$ cat src/rtl/spi_debug_bridge.sv
// SPI command bridge: decodes spi_target bytes into core halt/run/step control,
// IMEM/DMEM writes, DMEM readback over MISO and a status byte.
module spi_debug_bridge #(
    parameter int ADDR_W     = 32,
    parameter int DATA_W     = 32,
    parameter bit RESET_HALT = 1'b1
) (
    input  logic              clk,
    input  logic              rst,
    input  logic              i_ss_n,
    input  logic [7:0]        i_rx_data,
    input  logic              i_rx_valid,
    output logic [7:0]        o_tx_data,
    output logic              o_mem_we,
    output logic              o_mem_re,
    output logic              o_mem_dsel,
    output logic [ADDR_W-1:0] o_mem_addr,
    output logic [DATA_W-1:0] o_mem_wdata,
    input  logic [DATA_W-1:0] i_mem_rdata,
    input  logic              i_mem_rvalid,
    output logic              o_cpu_halt,
    output logic              o_cpu_step,
    input  logic [31:0]       i_debug_pc,
    output logic              o_err,
    output logic [3:0]        dbg_state
);

    localparam int ABYTES = ADDR_W / 8;
    localparam int DBYTES = DATA_W / 8;
    localparam int SW     = (ADDR_W > DATA_W) ? ADDR_W : DATA_W;

    localparam logic [7:0] CMD_STOP     = 8'h10;
    localparam logic [7:0] CMD_RUN      = 8'h11;
    localparam logic [7:0] CMD_STEP     = 8'h12;
    localparam logic [7:0] CMD_SET_ADDR = 8'h20;
    localparam logic [7:0] CMD_WR_IMEM  = 8'h30;
    localparam logic [7:0] CMD_WR_DMEM  = 8'h31;
    localparam logic [7:0] CMD_RD_DMEM  = 8'h40;
    localparam logic [7:0] CMD_STATUS   = 8'h50;
    localparam logic [7:0] CMD_CLR_ERR  = 8'h51;

    typedef enum logic [3:0] {
        S_CMD      = 4'd0,
        S_ARG      = 4'd1,
        S_RD_WAIT  = 4'd2,
        S_RD_SHIFT = 4'd3
    } state_t;

    // Handshake: a byte is taken on any cycle with i_rx_valid high while i_ss_n is low;
    // there is no back-pressure. i_mem_rvalid is accepted only while waiting for a read.
    state_t            state, state_n;
    logic [7:0]        cmd;
    logic [7:0]        cnt;
    logic [SW-1:0]     arg_sr, arg_next;
    logic [DATA_W-1:0] rd_buf, rd_next;
    logic              rd_drop;
    logic              rx_ok, arg_last, rd_last, drop_now;
    logic              unused_pc;

    assign rx_ok     = i_rx_valid & ~i_ss_n;
    assign arg_next  = (arg_sr << 8) | SW'(i_rx_data);
    assign rd_next   = rd_buf << 8;
    assign arg_last  = (cnt == ((cmd == CMD_SET_ADDR) ? 8'(ABYTES - 1) : 8'(DBYTES - 1)));
    assign rd_last   = (cnt == 8'(DBYTES - 1));
    assign drop_now  = rd_drop | i_ss_n;
    assign dbg_state = state;
    assign unused_pc = ^i_debug_pc[31:8];

    always_ff @(posedge clk or posedge rst) begin
        if (rst) state <= S_CMD;
        else     state <= state_n;
    end

    always_comb begin
        state_n = state;
        case (state)
            S_CMD: begin
                if (rx_ok) begin
                    if (i_rx_data == CMD_SET_ADDR || i_rx_data == CMD_WR_IMEM ||
                        i_rx_data == CMD_WR_DMEM)
                        state_n = S_ARG;
                    else if (i_rx_data == CMD_RD_DMEM)
                        state_n = S_RD_WAIT;
                end
            end
            S_ARG: begin
                if (i_ss_n)                  state_n = S_CMD;
                else if (rx_ok && arg_last)  state_n = S_CMD;
            end
            S_RD_WAIT: begin
                if (i_mem_rvalid) state_n = drop_now ? S_CMD : S_RD_SHIFT;
            end
            S_RD_SHIFT: begin
                if (i_ss_n)                 state_n = S_CMD;
                else if (rx_ok && rd_last)  state_n = S_CMD;
            end
            default: state_n = S_CMD;
        endcase
    end

    always_ff @(posedge clk or posedge rst) begin
        if (rst) begin
            cmd         <= '0;
            cnt         <= '0;
            arg_sr      <= '0;
            rd_buf      <= '0;
            rd_drop     <= 1'b0;
            o_tx_data   <= 8'h00;
            o_mem_we    <= 1'b0;
            o_mem_re    <= 1'b0;
            o_mem_dsel  <= 1'b0;
            o_mem_addr  <= '0;
            o_mem_wdata <= '0;
            o_cpu_halt  <= RESET_HALT;
            o_cpu_step  <= 1'b0;
            o_err       <= 1'b0;
        end else begin
            o_mem_we   <= 1'b0;
            o_mem_re   <= 1'b0;
            o_cpu_step <= 1'b0;
            // Post-write increment lands the cycle after the strobe so addr is stable with we.
            if (o_mem_we) o_mem_addr <= o_mem_addr + ADDR_W'(DBYTES);
            case (state)
                S_CMD: begin
                    if (rx_ok) begin
                        cmd       <= i_rx_data;
                        cnt       <= '0;
                        arg_sr    <= '0;
                        o_tx_data <= i_debug_pc[7:0];
                        case (i_rx_data)
                            CMD_STOP:     o_cpu_halt <= 1'b1;
                            CMD_RUN:      o_cpu_halt <= 1'b0;
                            CMD_STEP: begin
                                if (o_cpu_halt) o_cpu_step <= 1'b1;
                                else            o_err      <= 1'b1;
                            end
                            CMD_SET_ADDR, CMD_WR_IMEM, CMD_WR_DMEM: ;
                            CMD_RD_DMEM: begin
                                o_mem_re   <= 1'b1;
                                o_mem_dsel <= 1'b1;
                                rd_drop    <= 1'b0;
                                o_tx_data  <= o_tx_data;
                            end
                            CMD_STATUS:   o_tx_data <= {o_err, ~o_cpu_halt, 2'b00, state};
                            CMD_CLR_ERR:  o_err <= 1'b0;
                            default:      o_err <= 1'b1;
                        endcase
                    end
                end
                S_ARG: begin
                    if (rx_ok) begin
                        arg_sr <= arg_next;
                        cnt    <= cnt + 8'd1;
                        if (arg_last) begin
                            if (cmd == CMD_SET_ADDR) begin
                                o_mem_addr <= arg_next[ADDR_W-1:0];
                            end else if (cmd == CMD_WR_IMEM && !o_cpu_halt) begin
                                o_err <= 1'b1;
                            end else begin
                                o_mem_we    <= 1'b1;
                                o_mem_dsel  <= (cmd == CMD_WR_DMEM);
                                o_mem_wdata <= arg_next[DATA_W-1:0];
                            end
                        end
                    end
                end
                S_RD_WAIT: begin
                    if (i_ss_n)          rd_drop <= 1'b1;
                    else if (i_rx_valid) o_err   <= 1'b1;
                    if (i_mem_rvalid && !drop_now) begin
                        rd_buf    <= i_mem_rdata;
                        o_tx_data <= i_mem_rdata[DATA_W-1 -: 8];
                        cnt       <= '0;
                    end
                end
                S_RD_SHIFT: begin
                    if (rx_ok) begin
                        cnt <= cnt + 8'd1;
                        if (rd_last) begin
                            o_mem_addr <= o_mem_addr + ADDR_W'(DBYTES);
                            o_tx_data  <= i_debug_pc[7:0];
                        end else begin
                            rd_buf    <= rd_next;
                            o_tx_data <= rd_next[DATA_W-1 -: 8];
                        end
                    end
                end
                default: ;
            endcase
        end
    end

endmodule
$ cat config.mk
export PLATFORM = sky130hd
export DESIGN_NAME = spi_debug_bridge
export DESIGN_NICKNAME = d
export VERILOG_FILES = /design/src/rtl/spi_debug_bridge.sv
export SDC_FILE = /design/constraint.sdc
export NUM_CORES = 1
export LEC_CHECK = 0
export BUFFER_PORTS_ARGS = -buffer_cell sky130_fd_sc_hd__buf_2
export CAP_MARGIN = 40
export CORE_MARGIN = 8
export CORE_UTILIZATION = 30
export DETAILED_ROUTE_END_ITERATION = 8
export PLACE_DENSITY_LB_ADDON = 0.08
export SYNTH_ARGS = -nofsm -noshare
export SYNTH_HDL_FRONTEND = slang
export SYNTH_SLANG_ARGS = --single-unit
$ cat constraint.sdc
create_clock -name clk -period 10.1 [get_ports clk]
set_input_delay 1.01 -clock clk [delete_from_list [all_inputs] [get_ports clk]]
set_output_delay 1.01 -clock clk [all_outputs]
set_load 0.005 [all_outputs]
==> results of run 1 <==
==> per-stage QoR <==
step,util [%],hold WS [ns]
6_report,36.2,0.473
3_5_place_dp,34.0,0.466
3_3_place_gp,33.8,0.462
5_1_grt,36.2,0.495
2_1_floorplan,-,0.471
4_1_cts,36.2,0.481
==> area by class of cell <==
cell class | instances | share of cell area (%)
tap | 335 | 4.48
sequential | 145 | 38.8
antenna | 2 | 0.0535
inverter | 24 | 1.02
timing repair buffer | 142 | 8.13
clock buffer | 19 | 4.74
multi-input combinational | 548 | 41.5
clock inverter | 13 | 1.23
==> sequential cells by signal (all words and copies together) (netlist names), 2 cells and up <==
name	flops
o_mem_addr	32
o_mem_wdata	32
arg_sr	24
rd_buf	24
cmd	8
cnt	8
o_tx_data	8
dbg_state	2
==> kinds of logic after synthesis <==
kind of cell             after synthesis  share of synthesized area (%)
AO/OA/AOI/OAI                        181                           16.2
buffers and inverters                 80                           4.19
AND/OR/NAND/NOR                      245                           17.3
other                                  1                         0.0479
flip-flops                           145                           46.3
multiplexers                          85                           11.7
XOR/XNOR                              28                           3.13
adder cells (fa/ha/maj)                7                           1.12
==> cells in the final DEF, fill, tap and decap left out, drive strengths merged, types with 4 or more instances in the layout <==
| cell type | n |
|---|---|
| a21boi | 4 |
| mux2i | 33 |
| or3 | 6 |
| a21oi | 23 |
| nand4 | 18 |
| and3 | 10 |
| and2 | 4 |
| nand2b | 7 |
| xor2 | 9 |
| nand3 | 31 |
| o21ai | 57 |
| o221ai | 4 |
| ha | 7 |
| nor3b | 5 |
| o22ai | 11 |
| o31ai | 5 |
| a222oi | 4 |
| nor4 | 20 |
| inv | 32 |
| dfrtp | 144 |
| mux2 | 52 |
| clkbuf | 19 |
| buf | 142 |
| o31a | 7 |
| nor2 | 37 |
| and4 | 10 |
| o21bai | 4 |
| a221o | 8 |
| a22oi | 6 |
| a22o | 24 |
| nor3 | 30 |
| xnor2 | 19 |
| nand2 | 50 |
| nor2b | 6 |
==> power by group <==
group / switching [mW] / leakage, nW / total, mW / internal [mW]
Clock: 0.287 / 0.266 / 0.617 / 0.330
Combinational: 0.225 / 1.97 / 0.402 / 0.177
Sequential: 0.0942 / 1.88 / 0.778 / 0.684
==> layer usage <==
metal / vias up / track usage [%] / wire length, um
met3: 19 / 2.91 / 1020
met1: 3171 / 24.4 / 13100
met4: 0 / 4.69 / 311
li1: 3099 / - / -
met2: 137 / 22.5 / 10800
met5: - / 0 / 0
==> critical path: stages (launching register included) <==
cell and delay, ns:
dfrtp_1 0.46, inv_1 0.13, ha_1 0.63, and3b_1 0.68, nand3_2 0.41, a21o_1 0.48
buf_4 0.34, mux2_1 0.35
==> final timing paths <==
path                         startpoint              end  slack, ns  cells after the start
max                        dbg_state[1]  o_mem_wdata[22]       6.50                      7
min                        o_tx_data[4]     o_tx_data[4]       0.47                      2
max reg2reg                dbg_state[1]  o_mem_wdata[22]       6.50                      7
min reg2reg                o_tx_data[4]     o_tx_data[4]       0.47                      2
max in group asynchronous           rst   o_mem_wdata[8]       8.36                      4
min in group asynchronous           rst           cnt[3]       0.74                      2
==> metrics.txt, run 1 <==
CTS Buffer Depth 2; TritonRoute pass-1 iters 7; DIE AREA around 32,000 um2; kind of critical path flop to flop; RePlAce Congestion 0.773; FILL cells approximately 2,700; Rows around 60; Critical Path RT 10.41 ns; Syn Inst Count 772; Avg WL per Cell 20.6 um; Hold Fails Final Rpt 0; Initial Utilization 30.3%; first-pass GRT wire length 39,300 um; largest net degree at the start of global routing 82; CTS tree done; total power 1.80 mW; register area 3630 um2; Ports 159; Post-CTS Setup Bufs 0; number of global-route vias before repair 6,465; hold buffers post-CTS 0; clk root buf clkbuf_16; core region area 25,800 um2; fin cells 1,228; RSZ-0062 raised after global routing no; grt total ovfl 0; fmax between 0.2 and 0.3 GHz; #FFs+latches synth roughly 150; sequential fraction of the synthesis area approximately 46%; clk_skew ~0.014 ns; syn avg cell area about 10 um2; fraction of registers with async set/reset 100%; Max Slew Vio Count 0; Critical Path AT about 3.9 ns; Final min period about 3.6 ns; clk_lat worst skew 0.43 ns; min setup slack post-route 6.50 ns; Final period util 35.6%; GRT Total Usage 16.1%; Leak 4.12 nW; Power Dens Cells 192 nW/um2; Cell Area, Synth ~7800 um2; Post-synth EDFFs 0; Worst Tran Pin Value 0.810 ns; final setup fails 0; initial antenna violation count 2; Multi-input gate area 3880 um2; final instance area 9350 um2; slew margin rel. between 40% and 50%; Worst Setup End Kind flop; max_cap viols 0; crit path max fanout 22; peak supply drop 0.110 mV; post_cts resized 0; Synth area leaders dfrtp_1 46%, mux2i_1 4.2%, mux2_1 4.0%, mux2_2 3.5%, o21ai_0 3.4%; setup tns final 0 ns; TritonCTS Sinks 145; DRC 0; share of layout cells above drive strength 1 between 20% and 30%; warnings from Yosys 0; clock slew at reported path FFs 0.07 ns; hpwl dp 17,700 um; CTS HTree Levels 4; die width 178 um; Placed Cells 1,194; First DRT Iteration DRCs 444; vias after detailed routing between 6,000 and 7,000; Hold Path Class flop to flop; Routed Antenna Nets 0; Worst setup SP type flop; Synth area leader dfrtp_1; total wire length 25,200 um; dominant synthesized flop cell dfrtp_1; status completed; fin nets 962; placed cell area between 8000 and 9000 um2; Die Span Y about 180 um; worst slack, placed 6.47 ns; Port-buffer cells 132; Synth cell types between 70 and 80; Vias/cell 5.23; Num CTS Buffers 17; count leader, synth dfrtp_1; Area Growth Syn to Fin 19.3%; area fraction of the dominant cell type after synthesis between 40% and 50%; top cells by count, synth 144 x dfrtp_1, 53 x o21ai_0, 49 x nand2_1
Power figures use the tool's default switching activity.
==> inputs of run 2 (changes only) <==
Clock period 10.1 ns to 3.1 ns, I/O delays scaled along.
==> metrics.txt, run 2 (synthesized netlist as in run 1, its figures left out) <==
vias after detailed routing 6,489 (was 6,426); GRT Total Usage 16.2% (was 16.1%); initial antenna violation count 0 (was 2); core region area 25,800 um2 (unchanged); peak supply drop 0.328 mV (was 0.110 mV); Routed Antenna Nets 0 (unchanged); hold path cells 3 (was 2); Die Span Y 178 um (unchanged); post_cts resized 0 (unchanged); placed cell area 8900 um2 (was 8780 um2); number of global-route vias before repair 6,583 (was 6,465); worst setup path endpoint o_mem_addr[28] (was o_mem_wdata[22]); Initial Utilization 30.3% (unchanged); slew margin rel. 53.1% (was 45.2%); Power Dens Cells 627 nW/um2 (was 192 nW/um2); CTS Buffer Depth 2 (unchanged); status completed (unchanged); RePlAce Congestion 0.791 (was 0.773); final instance area 9510 um2 (was 9350 um2); fin nets 979 (was 962); Worst Tran Pin Value 0.704 ns (was 0.810 ns); Num CTS Buffers 17 (unchanged); Max Slew Vio Count 0 (unchanged); Port-buffer cells 132 (unchanged); final setup fails 0 (unchanged); grt total ovfl 0 (unchanged); WHS 0.112 ns (was 0.473 ns); largest net degree at the start of global routing 49 (was 82); clock slew at reported path FFs 0.08 ns (was 0.07 ns); total wire length 25,200 um (about the same); worst slack, placed 0.542 ns (was 6.47 ns); Hold Fails Final Rpt 0 (unchanged); Rows 59 (unchanged); Setup crit start o_mem_addr[2] (was dbg_state[1]); RSZ-0062 raised after global routing no (unchanged); fin cells 1,243 (was 1,228); Reg-to-Reg End o_mem_addr[28] (was o_mem_wdata[22]); clk_lat worst skew 0.43 ns (about the same); antenna cells 0 (was 2); Avg WL per Cell 20.2 um (was 20.6 um); Worst setup SP type flop (unchanged); max_cap viols 0 (unchanged); Critical Path AT 2.92 ns (was 3.91 ns); min setup slack post-route 0.523 ns (was 6.50 ns); first-pass GRT wire length 39,600 um (was 39,300 um); depth of the most critical reg-to-reg path 6 (was 7); setup tns final 0 ns (unchanged); Area Growth Syn to Fin 21.4% (was 19.3%); hpwl dp 18,200 um (was 17,700 um); most frequent cells in the layout 144 x dfrtp_1, 132 x buf_2, 53 x o21ai_0 (unchanged); clk_skew 0.0178 ns (was 0.0144 ns); CTS HTree Levels 4 (unchanged); Final min period 2.58 ns (was 3.60 ns); kind of critical path flop to flop (unchanged); DIE AREA 31,500 um2 (unchanged); DRC 0 (unchanged); commonest non-fill, non-tap cell in the layout dfrtp_1 (unchanged); TritonCTS Sinks 145 (unchanged); First DRT Iteration DRCs 459 (was 444); r2r setup slk 0.52 ns (was 6.50 ns); Placed Cells 1,210 (was 1,194); Final period util 83.1% (was 35.6%); Ports 159 (unchanged); clk root buf clkbuf_16 (unchanged); Leak 4.22 nW (was 4.12 nW); share of layout cells above drive strength 1 25.8% (was 24.5%); Top Registers o_mem_addr x32, o_mem_wdata x32 (unchanged); CTS tree done (unchanged); die width 178 um (unchanged); Critical Path RT 3.44 ns (was 10.41 ns); Vias/cell 5.22 (was 5.23); crit path max fanout 9 (was 22); Hold Path Class input pin to flop (was flop to flop); final core occ 36.8% (was 36.2%); Worst Setup End Kind flop (unchanged); total power 5.96 mW (was 1.80 mW); TritonRoute pass-1 iters 5 (was 7); Worst R2R Start o_mem_addr[2] (was dbg_state[1]); fmax 0.388 GHz (was 0.278 GHz)
[run 2: worst max-delay path, cell delays in order, from the launching register on]
cell,delay [ns]
dfrtp_1,0.53
ha_1,0.29
and4_1,0.36
nand4_1,0.45
nor4_1,0.43
mux2_2,0.37
o21ai_0,0.07
[run 2: metal layers]
layer | track usage (%) | share of wire [%] | vias up
met5 | 0 | 0 | -
met4 | 3.86 | 0.95 | 0
met3 | 3.15 | 5.0 | 20
met2 | 24.0 | 43 | 166
met1 | 23.9 | 51 | 3172
li1 | - | - | 3131
[run 2: worst min path at each step]
stage,endpoint,start
finish,rd_buf[0],i_mem_rdata[0]
global route,rd_buf[4],i_mem_rdata[4]
CTS,rd_buf[0],i_mem_rdata[0]
detailed placement,cnt[3],rst
global placement,o_tx_data[5],rst
floorplan,o_cpu_halt,i_rx_data[0]
[run 2: final cells by class]
cell class,instances,area [um2]
clock buffers,18,429
clock inverters,14,163
fillers,2639,16300
inverters,24,93.8
multi-input cells,548,3880
flip-flops and latches,145,3630
well taps,335,419
repair buffers,159,891
[run 2: power breakdown]
part | internal (mW) | switching, mW
registers | 2.23 | 0.301
clock network | 1.15 | 0.956
logic | 0.585 | 0.740
total | 3.97 | 2.00
[run 2: what timing repair did]
action                    in CTS  in global routing
setup buffers                  0                  0
hold buffers                   1                  0
hold endpoints to repair      13                  0
==> inputs of run 3 (changes only) <==
Clock period 3.1 ns to 2.3 ns, I/O delays scaled along.
==> metrics.txt, run 3 (synthesized netlist as in run 1, its figures left out) <==
slew margin rel. 45.4% (was 53.1%); final setup fails 0 (unchanged); most frequent cells in the layout 144 x dfrtp_1, 132 x buf_2, 69 x buf_4 (was 144 x dfrtp_1, 132 x buf_2, 53 x o21ai_0); register area 3630 um2 (unchanged); Worst Tran Pin Value 0.817 ns (was 0.704 ns); CTS tree done (unchanged); Power Dens Cells 821 nW/um2 (was 627 nW/um2); Switching Share 34.1% (was 33.5%); Setup crit start cnt[0] (was o_mem_addr[2]); Area Growth Syn to Fin 28.1% (was 21.4%); final core occ 38.8% (was 36.8%); hpwl dp 19,200 um (was 18,200 um); largest net degree at the start of global routing 49 (unchanged); clk root buf clkbuf_16 (unchanged); Worst setup SP type flop (unchanged); Hold Fails Final Rpt 0 (unchanged); total wire length 26,100 um (was 25,200 um); Hold Path Class input pin to flop (unchanged); Critical Path RT 2.60 ns (was 3.44 ns); Worst R2R Start cnt[0] (was o_mem_addr[2]); Max Slew Vio Count 0 (unchanged); commonest non-fill, non-tap cell in the layout dfrtp_1 (unchanged); Avg WL per Cell 20.1 um (was 20.2 um); Comb power frac 25.7% (was 22.2%); total power 8.23 mW (was 5.96 mW); RePlAce Congestion 0.850 (was 0.791); Switch Pwr 2.81 mW (was 2.00 mW); Worst Setup End Kind flop (unchanged); CTS HTree Levels 4 (unchanged); FILL cells 2,604 (was 2,639); share of layout cells above drive strength 1 30.8% (was 25.8%); Leak 4.51 nW (was 4.22 nW); TritonCTS Sinks 145 (unchanged); first-pass GRT wire length 41,100 um (was 39,600 um); Rows 59 (unchanged); antenna cells 0 (unchanged); clock slew at reported path FFs 0.08 ns (about the same); fin nets 1,032 (was 979); grt total ovfl 0 (unchanged); core region area 25,800 um2 (unchanged); setup tns final 0 ns (unchanged); RSZ-0062 raised after global routing no (unchanged); DRC 0 (unchanged); status completed (unchanged); First DRT Iteration DRCs 452 (was 459); clk_skew 0.0111 ns (was 0.0178 ns); crit path max fanout 19 (was 9); Flop pwr share 40.3% (was 42.4%); Die Span Y 178 um (unchanged); min setup slack post-route 0.122 ns (was 0.523 ns); Critical Path AT 2.48 ns (was 2.92 ns); CTS Buffer Depth 2 (unchanged); GRT Total Usage 16.8% (was 16.2%); worst slack, placed 0.107 ns (was 0.542 ns); Final period util 94.7% (was 83.1%); Initial Utilization 30.3% (unchanged); Int Power 5.43 mW (was 3.97 mW); vias after detailed routing 6,702 (was 6,489); fmax 0.459 GHz (was 0.388 GHz); clk_lat worst skew 0.42 ns (was 0.43 ns); DIE AREA 31,500 um2 (unchanged); Final min period 2.18 ns (was 2.58 ns); initial antenna violation count 0 (unchanged); Vias/cell 5.17 (was 5.22); power share of the clock group 34.0% (was 35.4%); die width 178 um (unchanged); Multi-input gate area 3920 um2 (was 3880 um2); TritonRoute pass-1 iters 7 (was 5); number of global-route vias before repair 6,842 (was 6,583); kind of critical path flop to flop (unchanged); max_cap viols 0 (unchanged); Port-buffer cells 132 (unchanged); peak supply drop 0.501 mV (was 0.328 mV); WHS 0.0335 ns (was 0.112 ns); Ports 159 (unchanged); min-delay src i_mem_rdata[3] (was i_mem_rdata[0]); Routed Antenna Nets 0 (unchanged); Num CTS Buffers 17 (unchanged); Top Registers o_mem_addr x32, o_mem_wdata x32 (unchanged)
## run 3: cell count changes in the layout (fill, tap and decap cells not counted), moves of 2 or more
cell,change
nor4_1,-3
buf_4,+45
nor4_2,+3
clkinv_4,-2
buf_12,+7
inv_8,+2
## run 3: what timing repair did
action	CTS	global route
hold endpoints to repair	16	0
endpoints found under the setup margin	0	34
buffers inserted	0	0
gates resized for setup	0	11
hold buffers	1	0
## run 3: cell type report
| type | count | share of cell area [%] |
|---|---|---|
| multi-input combinational | 548 | 39.1 |
| timing repair buffer | 212 | 13.8 |
| tap | 335 | 4.18 |
| clock inverter | 15 | 1.58 |
| inverter | 24 | 0.936 |
| clock buffer | 17 | 4.24 |
| sequential | 145 | 36.2 |
## run 3: final timing paths
path                            slack (ns)        endpoint  cells past startpoint
worst max-delay path                  0.12  o_mem_addr[27]                      8
worst min-delay path                  0.03       rd_buf[3]                      3
worst max register to register        0.12  o_mem_addr[27]                      8
worst min register to register        0.48    o_tx_data[2]                      2
max in group asynchronous             1.13      o_cpu_halt                      4
min in group asynchronous             0.52          cnt[2]                      3
## run 3: layer usage
metal  track usage (%)  up-vias  routed length (um)
met2              24.9      158               11300
met5                 0        -                   0
met3              3.53        9                1250
li1                  -     3229                   -
met4              2.92        0                 200
met1              24.8     3306               13400
## run 3: per-stage QoR
step                      cells  instance area, um2
final                      1296               10000
after global routing       1296               10000
after CTS                  1296                9980
after detailed placement   1263                9390
after global placement     1263                9390
after floorplan             773                7840
## run 3: worst max-delay path: stages, from the launching register on
cell	delay [ns]
dfrtp_1	0.41
ha_2	0.22
nor4b_4	0.20
buf_6	0.19
a31oi_4	0.10
buf_12	0.18
nor4_2	0.30
xnor2_1	0.10
a221o_1	0.34
## run 3: power by group through the flow
stage / logic, mW / registers, mW / clock network [mW]
6_report: 2.11 / 3.32 / 2.80
5_1_grt: 2.38 / 3.40 / 2.99
4_1_cts: 2.13 / 3.33 / 2.89
3_5_place_dp: 2.11 / 3.38 / 0
3_3_place_gp: 2.10 / 3.37 / 0
2_1_floorplan: 1.32 / 3.29 / 0
